## config.mk

```make
export PLATFORM = sky130hd
export DESIGN_NAME = slave_rsp_mux
export DESIGN_NICKNAME = d
export VERILOG_FILES = /design/src/rtl/slave_rsp_mux_pkg.sv /design/src/rtl/slave_rsp_sel.sv /design/src/rtl/slave_rsp_mux.sv
export SDC_FILE = /design/constraint.sdc
export NUM_CORES = 1
export LEC_CHECK = 0
export CAP_MARGIN = 20
export CORE_MARGIN = 4
export CORE_UTILIZATION = 55
export CTS_BUF_LIST = sky130_fd_sc_hd__clkbuf_8
export DETAILED_ROUTE_END_ITERATION = 10
export PLACE_DENSITY = 0.83
export SYNTH_ARGS = -nofsm -noshare
export SYNTH_HDL_FRONTEND = slang
export SYNTH_SLANG_ARGS = --single-unit
```

## constraint.sdc

```tcl
create_clock -name clk -period 2.3 [get_ports clk]
set_input_delay 0.46 -clock clk [delete_from_list [all_inputs] [get_ports clk]]
set_output_delay 0.46 -clock clk [all_outputs]
set_load 0.01 [all_outputs]
```

## src/rtl/slave_rsp_mux_pkg.sv

```systemverilog
// Shared definitions for the slave response return path: slave indices,
// FSM state encoding, default sizing and the per-slave response bundle.
package slave_rsp_mux_pkg;

  localparam logic [1:0] SEL_S1  = 2'b00;
  localparam logic [1:0] SEL_S2  = 2'b01;
  localparam logic [1:0] SEL_S3  = 2'b10;
  localparam logic [1:0] SEL_INV = 2'b11;

  localparam logic [1:0] ST_IDLE_ENC = 2'd0;
  localparam logic [1:0] ST_WAIT_ENC = 2'd1;
  localparam logic [1:0] ST_READ_ENC = 2'd2;
  localparam logic [1:0] ST_ERR_ENC  = 2'd3;

  localparam int unsigned DEF_DATA_WIDTH = 8;
  localparam int unsigned DEF_TIMEOUT    = 255;

  typedef enum logic [1:0] {
    ST_IDLE = ST_IDLE_ENC,
    ST_WAIT = ST_WAIT_ENC,
    ST_READ = ST_READ_ENC,
    ST_ERR  = ST_ERR_ENC
  } state_t;

  typedef struct packed {
    logic ready;
    logic rdata;
    logic rvalid;
  } slv_rsp_t;

endpackage

```

## src/rtl/slave_rsp_sel.sv

```systemverilog
// Combinational 3:1 pick of the latched slave's response; the invalid index
// yields an all-zero bundle so nothing leaks through from any slave.
module slave_rsp_sel
  import slave_rsp_mux_pkg::*;
(
  input  logic [1:0] sel,
  input  slv_rsp_t   s1,
  input  slv_rsp_t   s2,
  input  slv_rsp_t   s3,
  output slv_rsp_t   rsp_c
);

  always_comb begin
    rsp_c = '0;
    case (sel)
      SEL_S1:  rsp_c = s1;
      SEL_S2:  rsp_c = s2;
      SEL_S3:  rsp_c = s3;
      default: rsp_c = '0;
    endcase
  end

endmodule

```

## src/rtl/slave_rsp_mux.sv

```systemverilog
// Return-path mux: latches the slave index at request start, forwards only
// that slave's ready/serial read data, and ends on completion, timeout or bad select.
module slave_rsp_mux
  import slave_rsp_mux_pkg::*;
#(
  parameter int unsigned DATA_WIDTH = DEF_DATA_WIDTH,
  parameter int unsigned TIMEOUT    = DEF_TIMEOUT
) (
  input  logic       clk,
  input  logic       rst,
  input  logic       start,
  input  logic [1:0] sel,
  input  logic       is_read,
  input  logic       s1_ready,
  input  logic       s2_ready,
  input  logic       s3_ready,
  input  logic       s1_rdata,
  input  logic       s2_rdata,
  input  logic       s3_rdata,
  input  logic       s1_rvalid,
  input  logic       s2_rvalid,
  input  logic       s3_rvalid,
  output logic       m_ready,
  output logic       m_rdata,
  output logic       m_rvalid,
  output logic       m_err,
  output logic       busy
);

  localparam int unsigned CNT_W = (DATA_WIDTH > 1) ? $clog2(DATA_WIDTH) : 1;
  localparam int unsigned TO_W  = $clog2(TIMEOUT + 1);
  localparam logic [CNT_W-1:0] BIT_LAST = CNT_W'(DATA_WIDTH - 1);
  localparam logic [TO_W-1:0]  TO_LAST  = TO_W'(TIMEOUT - 1);

  state_t           state;
  logic [1:0]       sel_q;
  logic             rd_q;
  logic [CNT_W-1:0] bit_cnt;
  logic [TO_W-1:0]  to_cnt;
  slv_rsp_t         rsp_c;

  slave_rsp_sel u_sel (
    .sel   (sel_q),
    .s1    ('{ready: s1_ready, rdata: s1_rdata, rvalid: s1_rvalid}),
    .s2    ('{ready: s2_ready, rdata: s2_rdata, rvalid: s2_rvalid}),
    .s3    ('{ready: s3_ready, rdata: s3_rdata, rvalid: s3_rvalid}),
    .rsp_c (rsp_c)
  );

  // FSM, counters and registered master-side outputs. Pulses default low
  // each cycle; m_rdata holds its last beat until the next one.
  always_ff @(posedge clk) begin
    if (rst) begin
      state    <= ST_IDLE;
      sel_q    <= '0;
      rd_q     <= 1'b0;
      bit_cnt  <= '0;
      to_cnt   <= '0;
      m_ready  <= 1'b0;
      m_rdata  <= 1'b0;
      m_rvalid <= 1'b0;
      m_err    <= 1'b0;
      busy     <= 1'b0;
    end else begin
      m_ready  <= 1'b0;
      m_rvalid <= 1'b0;
      m_err    <= 1'b0;
      case (state)
        ST_IDLE: begin
          if (start) begin
            sel_q   <= sel;
            rd_q    <= is_read;
            to_cnt  <= '0;
            bit_cnt <= '0;
            busy    <= 1'b1;
            state   <= (sel == SEL_INV) ? ST_ERR : ST_WAIT;
          end
        end
        // Progress is tested before the threshold so it wins a tie.
        ST_WAIT: begin
          if (rsp_c.ready) begin
            if (rd_q) begin
              to_cnt <= '0;
              state  <= ST_READ;
            end else begin
              m_ready <= 1'b1;
              busy    <= 1'b0;
              state   <= ST_IDLE;
            end
          end else if (to_cnt == TO_LAST) begin
            state <= ST_ERR;
          end else begin
            to_cnt <= to_cnt + TO_W'(1);
          end
        end
        ST_READ: begin
          if (rsp_c.rvalid) begin
            m_rvalid <= 1'b1;
            m_rdata  <= rsp_c.rdata;
            to_cnt   <= '0;
            bit_cnt  <= bit_cnt + CNT_W'(1);
            if (bit_cnt == BIT_LAST) begin
              m_ready <= 1'b1;
              busy    <= 1'b0;
              state   <= ST_IDLE;
            end
          end else if (to_cnt == TO_LAST) begin
            state <= ST_ERR;
          end else begin
            to_cnt <= to_cnt + TO_W'(1);
          end
        end
        ST_ERR: begin
          m_err <= 1'b1;
          busy  <= 1'b0;
          state <= ST_IDLE;
        end
        default: begin
          busy  <= 1'b0;
          state <= ST_IDLE;
        end
      endcase
    end
  end

endmodule

```

-- Yosys cells after proc, flatten, opt, wreduce, memory -nomap -nowiden
Cells that the tools add are included.
- RAM bits: 0
- flip-flop bits (word level): 21
- word-level logic and storage cells: 70
- bits of input ports: 15
- memory bits (read-only): 0
- bits in latches: 0
- output and inout bits: 5
- memories: 0
- divide/modulo/power cells: 0
- reduce and logical (&&, ||, !) cells: 11
- eq/ne operators: 15
- $lt $le $gt $ge: 0
- $mul: 0
- bitwise operators: 1
- multiplexer cells: 31
- $add $sub $neg: 2
- shift-type cells: 0
- operators with widths (kind ; number):
    2-to-1 mux 8 bit ; 5
    one-hot mux 8 bit (3 select lines) ; 1
    2-to-1 mux 2 bit ; 7
    2-to-1 mux 1 bit ; 11
    != test 2 bit (second input constant) ; 5
    one-hot mux 3 bit (3 select lines) ; 1
    adder 8 x 1 -> 8 bit (second input constant) ; 1
    == test 2 bit (second input constant) ; 4
    == test 8 bit (second input constant) ; 1
    one-hot mux 2 bit (4 select lines) ; 1
    2-to-1 mux 3 bit ; 2
    != test 3 bit (second input constant) ; 2
    one-hot mux 3 bit (2 select lines) ; 1
    AND reduction 2 bit ; 3
    AND reduction 3 bit ; 2
    AND reduction 5 bit ; 1
    == test 2 x 1 -> 1 bit (second input constant) ; 2
    zero test 2 bit ; 2
    one-hot mux 1 bit (4 select lines) ; 1
    adder 3 x 1 -> 3 bit (second input constant) ; 1
    == test 3 bit (second input constant) ; 1
    nonzero test 3 bit ; 1
    one-hot mux 1 bit (2 select lines) ; 1
    nonzero test 2 bit ; 1
    2 further kinds ; 2

-- Logic depth before layout (Yosys ltp)
Gate-level depths: netlist of the first run.
- depth in word-level cells: 4
- gate-level depth with buffers: 8
- depth with buffers taken out: 7

-- Modules after synthesis
Synthesis of the first run repeated with hierarchy kept, for this count alone.
- cells, all modules: 136
- area total of the unflattened synthesis: 1194.9 sq um
- modules (own cells, without submodules) (module ; times used ; area each (sq um) ; cells each ; seq. area each (sq um)):
    slave_rsp_mux ; 1 ; 1132.3 ; 129 ; 420.4
    slave_rsp_sel ; 1 ; 62.6 ; 7 ; 0.0

-- Worst setup path after synthesis of the first run
OpenSTA, ideal clock, no wires.
- kind: reg-to-reg
- start: register state[1]
- end: register to_cnt[3]
- clock period less this slack: 1669 ps
- buffers on the path: 1
- data arrival time: 1594 ps
- cell stages (with the launch flop): 8
- required time: 2226 ps
- library setup time: 74 ps
- path slack: 631 ps
- cell sequence: dfxtp_1 > inv_1 > ha_1 > nor2b_1 > nor3b_2 > buf_2 > nand4_1 > a31oi_1
- word-level cells in the longest chain between the ends: 3
- elaborated cells between the ends (all ways): 8
- those cells by class: eq/ne: 4; mux: 1; reduce/logical: 3
- ends and longest elaborated chain (item ; line ; RTL):
    start, declared ; slave_rsp_mux.sv:35 ; state_t state;
    start signal, assigned ; slave_rsp_mux.sv:76 ; state <= (sel == SEL_INV) ? ST_ERR : ST_WAIT;
    == test 2 x 1 -> 1 bit (tied with other cells) ; slave_rsp_mux.sv:68 ; case (state)
    != test 3 bit (no line) (tied with other cells) ; n/a ;
    AND reduction 3 bit (no line) ; n/a ;
    end signal, assigned ; slave_rsp_mux.sv:93 ; to_cnt <= to_cnt + TO_W'(1);
    end signal, assigned ; slave_rsp_mux.sv:110 ; to_cnt <= to_cnt + TO_W'(1);
    end, declared ; slave_rsp_mux.sv:39 ; logic [TO_W-1:0] to_cnt;
Parallel ways exist; a longest one is shown, timed or not.
A chain may end at the register's enable or synchronous reset.

-- Worst setup path in the final report of the first run
- start: register state[1]
- end: register to_cnt[0]
Same word-level chain as after synthesis.

==> qor.yml, run 1 <==
outcome: "finished clean"
antenna_left: 0
syn_inst: 149
vdd_drop_max_mv: 0.765
slew_headroom_pct: 48.2
drive_above_1_share_pct: 10.1
rsz0062_at_grt: "no"
clock_path_buffers: 2
dieArea_sq_um: 3230
initialDrtViolationCount: 73
worst_slack_ps: 157
ys_seq_elements: 21
clk_pin_slew_ps: 80
pre_cts_ws_ps: 178
tightestPinTransition_ps: 773
clock_skew_ps: 2.91
synth_ff_type: "dfxtp_1"
drv_cap: 0
initial_core_util_pct: 58.7
totalNegativeSetupSlack_ps: 0
final_common_cell: "dfxtp_1"
seq_area_frac_synth_pct: 32.1
ctsHoldBuffers: 0
ioPinCount: 20
cts_resized: 0
leakagePower_uw: 0.000537
cts_made_buffers: 3
routed_wirelength_mm: 3.10
viasPerCell: 6.39
overflow: 0
crit_path_max_fanout: 14
total_power_uw: 1410
startpoint_type: "register"
die_h_um: 56.8
syn-num-nets: 173
synth_top_area_cell: "dfxtp_1"
most-common-layout-cells: "dfxtp_1, clkdlybuf4s50_1, nand2_1, nand3_1"
gp_congestion: 0.865
fin_nets: 193
hp-class: "register to register"
final_hold_viol_count: 0
drc_errors: 0
synthToLayoutAreaGrowth_pct: 19.1
grt_max_degree: 15
portBuffers: 19
grt_pass1_wl_mm: 5.13
synth_top_area_share_pct: 32.1
path_class: "register to register"
vias: 1253
p_per_area_nw_per_um2: 903
setup-violations-final: 0
h-tree-depth: 1
rows: 17
grt_util_all_layers_pct: 19.5
nFillCells: 192
dr.pass1.iters: 4
clk_latency_ps: 260
async_reset_ff_share_pct: 0
r2r_slack_ps: 160
die_w_um: 56.8
cts_tree: "built"
synth_edf_count: 0
critPathCaptureType: "register"
final_period_minus_worst_setup_slack_ps: 2140
synth.area.top_cells: "dfxtp_1, ha_1, nand2_1"
finalCritPeriodShare_pct: 93.2
antenna_found_initial: 0
netlist_area_sq_um: 1310
slew_violations: 0
grt_pass1_vias: 1162
syn_area_per_cell_sq_um: 8.79
required_ps: 2480
diodes: 0
core_sq_um: 2230
cts_sinks: 21
worst_ep_arrival_time_ps: 2330
fmax_mhz: 467
cts_root_buf: "clkbuf_8"
hpwlAfterDp_mm: 2.31
synth.distinct_cells: 42
cts_setup_buffers: 0
routedWlPerCell_um: 15.8
yosysWarnings: 0
-- cells by family after synthesis --
| kind of cell | after synthesis | share of synthesized area (%) |
|---|---|---|
| simple gates | 64 | 26.8 |
| compound gates | 40 | 23.0 |
| flops | 21 | 32.1 |
| buf+inv | 11 | 4.49 |
| fa+ha+maj | 9 | 8.60 |
| mux | 4 | 4.97 |
-- synthesized netlist by cell type, types with 2 or more instances --
master,instances
dfxtp_1,21
nand2_1,18
nand3_1,12
a21oi_1,10
nand4_1,10
ha_1,9
a31oi_1,7
o21ai_0,7
inv_1,4
nand3b_1,4
nor2_1,4
nor2b_1,4
nor3_1,3
a211oi_1,2
and4_1,2
buf_2,2
buf_6,2
clkbuf_1,2
mux2i_1,2
mux2i_4,2
-- report_power, final --
part / leakage (uW) / internal (uW) / switching (uW)
sequential: 0.000170 / 412 / 61.3
combinational: 0.000341 / 280 / 410
clock: 0.0000255 / 121 / 124
-- critical path: stages (launching register included) --
cell and delay, ps:
dfxtp_1 400, inv_1 130, ha_1 300, nor2b_1 200, nor3b_2 640, a31oi_1 170
nor3_1 220
-- area by class of cell --
type | instances | area, sq um | area share, %
multi-input combinational | 117 | 831 | 53.2
sequential | 21 | 420 | 26.9
timing repair buffer | 22 | 213 | 13.6
clock buffer | 3 | 41.3 | 2.65
tap | 28 | 35.0 | 2.25
inverter | 4 | 15.0 | 0.962
clock inverter | 1 | 5.00 | 0.321
-- layer usage --
metal / vias up / routed length (um) / global-route usage, %
met3: 6 / 199 / 3.45
met5: - / 0 / 0
met1: 597 / 1280 / 25.0
met2: 48 / 1570 / 33.2
met4: 0 / 55 / 5.96
li1: 602 / - / -
-- sequential cells by signal (all words and copies together), names as in the netlist --
| name | count |
|---|---|
| rd_q | 1 |
| m_err | 1 |
| m_ready | 1 |
| m_rdata | 1 |
| m_rvalid | 1 |
| busy | 1 |
| to_cnt | 8 |
| state | 2 |
| sel_q | 2 |
| bit_cnt | 3 |
-- worst paths after layout --
| kind | end | cells past startpoint | startpoint |
|---|---|---|---|
| worst max-delay path | to_cnt[0] | 6 | state[1] |
| worst min-delay path | bit_cnt[1] | 2 | bit_cnt[1] |
| worst max register to register | to_cnt[0] | 6 | state[1] |
| worst min register to register | bit_cnt[1] | 2 | bit_cnt[1] |
-- per-stage QoR --
stage / cell area [sq um] / utilization (%) / hold slack, ps / std cells
2_1_floorplan: 1310 / - / 436 / 149
3_3_place_gp: 1510 / 67.8 / 444 / 192
3_5_place_dp: 1510 / 67.8 / 455 / 192
5_1_grt: 1560 / 69.9 / 493 / 196
4_1_cts: 1560 / 69.9 / 466 / 196
6_report: 1560 / 69.9 / 470 / 196
Power figures use the tool's default switching activity.
==> run 2, diff against run 1 <==
CORE_UTILIZATION = 35   (was 55)
CTS_CLUSTER_SIZE = 24   (was default)
PLACE_DENSITY = 0.57   (was 0.83)
==> qor.yml, run 2 (synthesis results as in run 1) <==
outcome: "finished clean"  # unchanged
p_per_area_nw_per_um2: 885  # was 903 nW/um^2
reg2regPathDepth: 6  # unchanged
cpPeakStageDelay_ps: 500  # was 640 ps
ioPinCount: 20  # unchanged
reg_top3: "to_cnt x8, bit_cnt x3"  # unchanged
clock_path_buffers: 2  # unchanged
final_hold_viol_count: 0  # unchanged
r2r_start: "state[0]"  # was state[1]
pre_cts_ws_ps: 144  # was 178 ps
core_sq_um: 3470  # was 2230 sq um
initial_core_util_pct: 37.8  # was 58.7%
required_ps: 2470  # was 2480 ps
overflow: 0  # unchanged
routedWlPerCell_um: 14.2  # was 15.8 um
antenna_left: 0  # unchanged
drv_cap: 0  # unchanged
worst_slack_ps: 353  # was 157 ps
slew_headroom_pct: 62.6  # was 48.2%
tightestPinTransition_ps: 561  # was 773 ps
ctsHoldBuffers: 0  # unchanged
path_class: "register to register"  # unchanged
min_from: "bit_cnt[1]"  # unchanged
vias: 1202  # was 1253
totalNegativeSetupSlack_ps: 0  # unchanged
drive_above_1_share_pct: 9.52  # was 10.1%
initialDrtViolationCount: 64  # was 73
h-tree-depth: 1  # unchanged
diodes: 0  # unchanged
cts_made_buffers: 3  # unchanged
worst_ep_arrival_time_ps: 2120  # was 2330 ps
final_common_cell: "dfxtp_1"  # unchanged
most-common-layout-cells: "dfxtp_1, clkdlybuf4s50_1, nand2_1, nand3_1"  # unchanged
fmax_mhz: 514  # was 467 MHz
hpwlAfterDp_mm: 2.34  # was 2.31 mm
rsz0062_at_grt: "no"  # unchanged
grt_pass1_wl_mm: 5.39  # was 5.13 mm
cts_resized: 0  # unchanged
hp-class: "register to register"  # unchanged
largest_register_ffs: 8  # unchanged
finalCritPeriodShare_pct: 84.7  # was 93.2%
grt_max_degree: 15  # unchanged
viasPerCell: 5.62  # was 6.39
hold_path_depth: 2  # unchanged
final_period_minus_worst_setup_slack_ps: 1950  # was 2140 ps
setup-violations-final: 0  # unchanged
cts_root_buf: "clkbuf_8"  # unchanged
slew_violations: 0  # unchanged
die_w_um: 69.2  # was 56.8 um
dieArea_sq_um: 4790  # was 3230 sq um
cts_tree: "built"  # unchanged
die_h_um: 69.2  # was 56.8 um
critPathCaptureType: "register"  # unchanged
cts_sinks: 21  # unchanged
top_register: "to_cnt"  # unchanged
grt_pass1_vias: 1229  # was 1162
startpoint_type: "register"  # unchanged
fin_nets: 193  # unchanged
cts_setup_buffers: 0  # unchanged
rows: 21  # was 17
vdd_drop_max_mv: 0.546  # was 0.765 mV
gp_congestion: 0.769  # was 0.865
crit_path_max_fanout: 14  # unchanged
antenna_found_initial: 0  # unchanged
dr.pass1.iters: 4  # unchanged
cp_slowest_cell: "nor3b_4"  # was nor3b_2
min_to: "bit_cnt[1]"  # unchanged
clk_pin_slew_ps: 80  # about the same
grt_util_all_layers_pct: 13.3  # was 19.5%
clock_skew_ps: 4.49  # was 2.91 ps
routed_wirelength_mm: 3.04  # was 3.10 mm
clk_latency_ps: 260  # about the same
rr_endpoint: "to_cnt[6]"  # was to_cnt[0]
portBuffers: 19  # unchanged
leakagePower_uw: 0.000539  # was 0.000537 uW
synthToLayoutAreaGrowth_pct: 21.2  # was 19.1%
r2r_slack_ps: 350  # was 160 ps
drc_errors: 0  # unchanged
crit_chain: "inv_1 > ha_1 > nor2b_1 > nor3b_4 > a31oi_1 > nor3_1"  # was inv_1 > ha_1 > nor2b_1 > nor3b_2 > a31oi_1 > nor3_1
==> run 2: cell count changes in the layout (fill, tap and decap cells not counted), sizes merged <==
cell    previous run  this run
inv                4         5
clkinv             1         0
==> run 2: power by group <==
part | internal [uW] | leakage (uW) | switching [uW]
registers | 412 | 0.000170 | 58.5
clock network | 119 | 0.0000269 | 115
logic | 291 | 0.000341 | 408
==> run 2: worst max-delay path by stage <==
| stage | startpoint | endpoint | depth (start not counted) |
|---|---|---|---|
| floorplan | state[1] | to_cnt[3] | 7 |
| global placement | start | to_cnt[6] | 5 |
| detailed placement | start | to_cnt[6] | 5 |
| CTS | state[1] | to_cnt[6] | 6 |
| global route | state[1] | to_cnt[6] | 6 |
| finish | state[0] | to_cnt[6] | 6 |
==> run 2: area by class of cell <==
type	count	area, sq um
clock buffer	3	41.3
clock inverter	1	3.75
fill	350	1880
inverter	4	15.0
multi-input combinational	117	837
sequential	21	420
tap	46	57.6
timing repair buffer	22	213
==> run 2: metrics by stage <==
step                cell area, sq um  utilization [%]  total power [uW]  hold WS (ps)  std cells
finish                          1590             45.8              1400           465        214
global route                    1590             45.8              1510           513        214
CTS                             1580             45.6              1400           466        214
detailed placement              1540             44.3              1160           453        210
global placement                1540             44.3              1140           442        210
floorplan                       1310                -               994           436        149
==> run 2: layer usage <==
layer  up-vias  GRT usage [%]  part of all wire [%]
met1       570           16.8                    48
met4         0           2.60                  0.89
li1        608              -                     -
met3         4           3.62                   3.0
met5         -              0                     0
met2        20           22.7                    48
==> run 2: worst max-delay path: cells and delay by family (launching register included) <==
family / cells / cell delay [ps]
AOI/OAI and AO/OA: 1 / 160
adders and majority gates: 1 / 300
buffers and inverters: 1 / 110
DFF: 1 / 380
and+or+nand+nor: 3 / 910
